$ cat src/rtl/mux_arb_pkg.sv
// Shared constants and types for the round-robin front end of the 20:1 multiplexor.
package mux_arb_pkg;

  localparam int N_REQ        = 20;
  localparam int ADDR_W       = 5;
  localparam int MAX_HOLD_DEF = 16;

  typedef enum logic {
    IDLE,
    GRANT
  } arb_state_t;

  // The counter only has to reach MAX_HOLD-1; a disabled limit still needs one bit.
  function automatic int hold_w(input int max_hold);
    return (max_hold <= 2) ? 1 : $clog2(max_hold);
  endfunction

  localparam int HOLD_W = hold_w(MAX_HOLD_DEF);

endpackage

$ cat src/rtl/rr_pick.sv
// Rotating priority pick: first set request at or after ptr, wrapping modulo N.
module rr_pick
  import mux_arb_pkg::*;
#(
  parameter int N  = N_REQ,
  parameter int AW = ADDR_W
) (
  input  logic [N-1:0]  req,
  input  logic [AW-1:0] ptr,
  output logic [AW-1:0] winner,
  output logic          any
);

  int idx;

  // Wrap at N rather than 2^AW so phantom requesters can never be selected.
  always_comb begin
    winner = '0;
    any    = 1'b0;
    idx    = 0;
    for (int i = 0; i < N; i++) begin
      idx = (int'(ptr) + i) % N;
      if (!any && req[idx]) begin
        winner = AW'(idx);
        any    = 1'b1;
      end
    end
  end

endmodule

$ cat src/rtl/mux_rr_arbiter.sv
// Round-robin arbiter that owns the multiplexor select and hands it to one requester at a time.
module mux_rr_arbiter
  import mux_arb_pkg::*;
#(
  parameter int N        = N_REQ,
  parameter int AW       = ADDR_W,
  parameter int MAX_HOLD = MAX_HOLD_DEF
) (
  input  logic          clk,
  input  logic          rst,
  input  logic [N-1:0]  req,
  input  logic          done,
  output logic [AW-1:0] addr,
  output logic [N-1:0]  grant,
  output logic          grant_valid,
  output logic          timeout
);

  localparam int HW = hold_w(MAX_HOLD);

  arb_state_t    state, state_n;
  logic [AW-1:0] ptr, ptr_n, addr_n, winner;
  logic [N-1:0]  grant_n;
  logic          grant_valid_n, timeout_n, any;
  logic          user_rel, hold_rel;
  logic [HW-1:0] cnt, cnt_n;

  rr_pick #(.N(N), .AW(AW)) u_pick (
    .req    (req),
    .ptr    (ptr),
    .winner (winner),
    .any    (any)
  );

  assign user_rel = done | ~req[addr];
  assign hold_rel = (MAX_HOLD != 0) && (int'(cnt) == MAX_HOLD - 1);

  always_comb begin
    state_n       = state;
    addr_n        = addr;
    grant_n       = grant;
    grant_valid_n = grant_valid;
    timeout_n     = 1'b0;
    ptr_n         = ptr;
    cnt_n         = cnt;
    case (state)
      IDLE: begin
        if (any) begin
          state_n       = GRANT;
          addr_n        = winner;
          grant_n       = {{(N-1){1'b0}}, 1'b1} << winner;
          grant_valid_n = 1'b1;
          cnt_n         = '0;
        end
      end
      GRANT: begin
        if (user_rel || hold_rel) begin
          state_n       = IDLE;
          grant_n       = '0;
          grant_valid_n = 1'b0;
          cnt_n         = '0;
          ptr_n         = (int'(addr) == N - 1) ? '0 : addr + 1'b1;
          // A voluntary release wins over the limit, so no timeout is reported then.
          timeout_n     = hold_rel && !user_rel;
        end else begin
          cnt_n = cnt + 1'b1;
        end
      end
      default: state_n = IDLE;
    endcase
  end

  always_ff @(posedge clk) begin
    if (rst) begin
      state       <= IDLE;
      addr        <= '0;
      grant       <= '0;
      grant_valid <= 1'b0;
      timeout     <= 1'b0;
      ptr         <= '0;
      cnt         <= '0;
    end else begin
      state       <= state_n;
      addr        <= addr_n;
      grant       <= grant_n;
      grant_valid <= grant_valid_n;
      timeout     <= timeout_n;
      ptr         <= ptr_n;
      cnt         <= cnt_n;
    end
  end

endmodule
$ cat config.mk
export PLATFORM = sky130hd
export DESIGN_NAME = mux_rr_arbiter
export DESIGN_NICKNAME = d
export VERILOG_FILES = /design/src/rtl/mux_arb_pkg.sv /design/src/rtl/rr_pick.sv /design/src/rtl/mux_rr_arbiter.sv
export SDC_FILE = /design/constraint.sdc
export NUM_CORES = 1
export LEC_CHECK = 0
export ABC_CLOCK_PERIOD_IN_PS = 20300
export BUFFER_PORTS_ARGS = -buffer_cell sky130_fd_sc_hd__buf_2
export CAP_MARGIN = 0
export CORE_MARGIN = 1.5
export CORE_UTILIZATION = 40
export DETAILED_ROUTE_END_ITERATION = 16
export PLACE_DENSITY = 0.65
export RECOVER_POWER = 25
export REMOVE_ABC_BUFFERS = 1
export SLEW_MARGIN = 10
export SYNTH_ARGS = -nofsm -noshare
export SYNTH_HDL_FRONTEND = slang
export SYNTH_HIERARCHICAL = 1
export SYNTH_SLANG_ARGS = --single-unit
$ cat constraint.sdc
create_clock -name clk -period 20.3 [get_ports clk]
set_input_delay 2.03 -clock clk [delete_from_list [all_inputs] [get_ports clk]]
set_output_delay 2.03 -clock clk [all_outputs]
set_load 0.005 [all_outputs]
==> load_flow_metrics.sql <==
INSERT INTO impl_metrics (metric_group, metric, value, unit) VALUES
('setup_path', 'critPathMaxStageDelay', '0.62', 'ns'),
('run_status', 'status', 'completed', ''),
('die', 'boundaryPins', '50', ''),
('synthesis', 'async_flop_share', '0', '%'),
('clock_tree', 'cts.htree.levels', '2', ''),
('timing', 'fin_skew', '0.0184', 'ns'),
('die', 'core-area', '25200', 'um^2'),
('timing', 'finalMaxSlewViolations', '0', ''),
('synthesis', 'ys_dominant_reg_cell', 'sky130_fd_sc_hd__dfxtp_1', ''),
('grt', 'grt_remaining_overflow', '0', ''),
('timing', 'setup-tns-final', '0', 'ns'),
('grt', 'antenna_found_initial', '0', ''),
('setup_path', 'worst_setup_path_endpoint', 'grant[1]', ''),
('timing', 'finalSetupViolCount', '0', ''),
('setup_path', 'number_of_cells_on_the_critical_path', '25', ''),
('final_layout', 'final_core_util', '42.6', '%'),
('timing', 'hold_violations', '0', ''),
('die', 'initial_utilization', '40.7', '%'),
('placed_design', 'gp_congestion', '1.01', ''),
('power', 'power.density', '71.1', 'nW/um^2'),
('power', 'irDropWorstVdd', '0.0000532', 'V'),
('setup_path', 'worstPathBufferInverterCount', '5', ''),
('synthesis', 'number_of_synthesized_register_bits', '37', ''),
('synthesis', 'synth.avg_cell_area', '7.25', 'um^2'),
('synthesis', 'cells_after_synthesis', '1413', ''),
('clock_tree', 'tritoncts', 'yes', ''),
('flow_run', 'cap_viol_max_count', '0', ''),
('timing', 'rsz0062_at_grt', 'no', ''),
('route', 'first_iter_violations', '1120', ''),
('synthesis', 'synth-seq-area-share', '7.23', '%'),
('die', 'dieArea', '26600', 'um^2'),
('synthesis', 'synth.area.top_cells', 'sky130_fd_sc_hd__dfxtp_1, sky130_fd_sc_hd__ha_1, sky130_fd_sc_hd__nand2_1', ''),
('synthesis', 'yosysTopAreaCellShare', '7.23', '%'),
('timing', 'worstMarginPinSlew', '1.25', 'ns'),
('setup_path', 'cp-start-kind', 'flop', ''),
('synthesis', 'biggest_area_consumer_among_synthesized_cells', 'sky130_fd_sc_hd__dfxtp_1', ''),
('grt', 'global_route_total_usage_across_every_layer', '27.7', '%'),
('placed_design', 'buffer_ports.inserted', '49', ''),
('route', 'drtAntennaViolNets', '0', ''),
('setup_path', 'worstSetupStartpoint', 'ptr[0]', ''),
('route', 'first_pass_iteration_count_of_the_detailed_router', '6', ''),
('setup_path', 'register_to_register_setup_slack', '12.72', 'ns'),
('power', 'p_leak', '4.13', 'nW'),
('setup_path', 'path_max_fanout', '42', ''),
('die', 'die_w', '163', 'um'),
('clock_tree', 'post-cts-setup-buffers', '0', ''),
('grt', 'maximum_number_of_pins_on_one_net_before_global_route_repair', '51', ''),
('clock_tree', 'clock_latency', '0.29', 'ns'),
('synthesis', 'netlist-cell-type-count', '120', ''),
('route', 'wl_per_cell', '21.6', 'um'),
('setup_path', 'timing.setup.critical_path_class', 'reg -> reg', ''),
('setup_path', 'crit_path_end_kind', 'flop', ''),
('setup_path', 'rr_endpoint', 'grant[1]', ''),
('route', 'totalWireLength', '37300', 'um'),
('final_layout', 'antenna_cells', '0', ''),
('setup_path', 'worstPathRequired', '20.53', 'ns'),
('setup_path', 'arrival', '7.80', 'ns'),
('setup_path', 'r2r_cells', '25', ''),
('final_layout', 'area_growth_syn_to_layout', '4.65', '%'),
('clock_tree', 'clk_path_buf_depth', '2', ''),
('min_path', 'worst_hold_check_path_type', 'reg -> reg', ''),
('grt', 'grt_pass1_wl', '58500', 'um'),
('die', 'placement_rows', '58', ''),
('final_layout', 'fillerInstances', '2564', ''),
('final_layout', 'commonest_non_fill_non_tap_cell_in_the_layout', 'sky130_fd_sc_hd__nand2_1', ''),
('timing', 'period_minus_slack', '7.58', 'ns'),
('route', 'avgViaCountPerCell', '6.64', ''),
('clock_tree', 'tritoncts_num_sinks', '37', ''),
('route', 'vias', '11488', ''),
('clock_tree', 'cts_root_buf', 'sky130_fd_sc_hd__clkbuf_16', ''),
('setup_path', 'regToRegStartpoint', 'ptr[0]', '');
## area by class of cell
cell class	count	area, um^2	area share (%)
Clock buffer	6	139	1.29
Clock inverter	2	37.5	0.350
Inverter	50	190	1.77
Multi-Input combinational cell	1236	8810	82.2
Sequential cell	37	746	6.95
Tap cell	330	413	3.85
Timing Repair Buffer	70	388	3.62
## stage by stage
stage	power [W]	hold WS [ns]	setup WS [ns]	instance area (um^2)	cells
after floorplan	0.000489	0.443	13.01	9730	1323
after global placement	0.000649	0.445	12.89	10600	1723
after detailed placement	0.000652	0.450	12.92	10600	1723
after CTS	0.000749	0.460	12.85	10700	1731
after global routing	0.000811	0.484	12.26	10700	1731
final	0.000763	0.460	12.72	10700	1731
## worst min-delay path, delay by kind of cell (launching register included)
kind	cells	cell delay [ns]
flops	1	0.31
simple gates	1	0.05
mux	1	0.05
## power breakdown
part | total, W | leakage [nW] | internal (W) | switching, W
Clock | 0.0000945 | 0.0831 | 0.0000614 | 0.0000331
Sequential | 0.0000899 | 0.302 | 0.0000797 | 0.0000102
Combinational | 0.000578 | 3.74 | 0.000209 | 0.000369
## cell families (layout without fill, tap and decap cells)
family,Yosys count,count (layout),synth area share [%]
buffers and inverters,140,128,6.96
and+or+nand+nor,576,576,29.7
xor gates and xnor gates,41,41,3.94
muxes,107,107,13.9
AOI/OAI and AO/OA,458,458,31.7
DFF,37,37,7.23
adders and majority gates,54,54,6.54
## worst min path at each step
stage | from | end | slack (ns) | cells past startpoint
after detailed placement | grant[9] | grant[9] | 0.45 | 2
final | grant[13] | grant[13] | 0.46 | 2
after global routing | grant[4] | grant[4] | 0.48 | 2
after global placement | grant[9] | grant[9] | 0.44 | 2
after CTS | grant[13] | grant[13] | 0.46 | 2
after floorplan | cnt[1] | cnt[1] | 0.44 | 2
## synthesized netlist by cell type, types with 11 or more instances
cell	instances
sky130_fd_sc_hd__mux4_2	24
sky130_fd_sc_hd__and3_1	23
sky130_fd_sc_hd__or3_1	13
sky130_fd_sc_hd__a211oi_1	25
sky130_fd_sc_hd__clkbuf_1	32
sky130_fd_sc_hd__xnor2_1	30
sky130_fd_sc_hd__mux2_2	22
sky130_fd_sc_hd__nand3_1	50
sky130_fd_sc_hd__nor2_1	104
sky130_fd_sc_hd__buf_2	31
sky130_fd_sc_hd__nor3_1	42
sky130_fd_sc_hd__buf_6	13
sky130_fd_sc_hd__o21ai_1	13
sky130_fd_sc_hd__dfxtp_1	37
sky130_fd_sc_hd__o32ai_1	11
sky130_fd_sc_hd__a22oi_1	13
sky130_fd_sc_hd__o31ai_1	11
sky130_fd_sc_hd__nand2_1	155
sky130_fd_sc_hd__o22ai_1	22
sky130_fd_sc_hd__nor2b_1	38
sky130_fd_sc_hd__a31oi_1	18
sky130_fd_sc_hd__o21ai_0	66
sky130_fd_sc_hd__mux2i_1	57
sky130_fd_sc_hd__a221oi_1	12
sky130_fd_sc_hd__or2_2	12
sky130_fd_sc_hd__o211ai_1	23
sky130_fd_sc_hd__nand4_1	20
sky130_fd_sc_hd__nand2b_1	39
sky130_fd_sc_hd__ha_1	52
sky130_fd_sc_hd__inv_1	41
sky130_fd_sc_hd__nand3b_1	12
sky130_fd_sc_hd__nor4_1	13
sky130_fd_sc_hd__a21oi_1	95
## registers in the layout (all words and copies together), names as in the netlist
register,count
grant_valid,1
grant,20
state,1
cnt,4
ptr,5
timeout,1
addr,5
## metal layers
layer	vias up	GRT usage [%]	part of all wire [%]
met5	-	0	0
met4	0	10.1	3.6
met3	80	3.83	8.3
met2	585	43.4	45
met1	5449	38.4	43
li1	5374	-	-
Note: power is estimated with default switching activity, not from simulation.
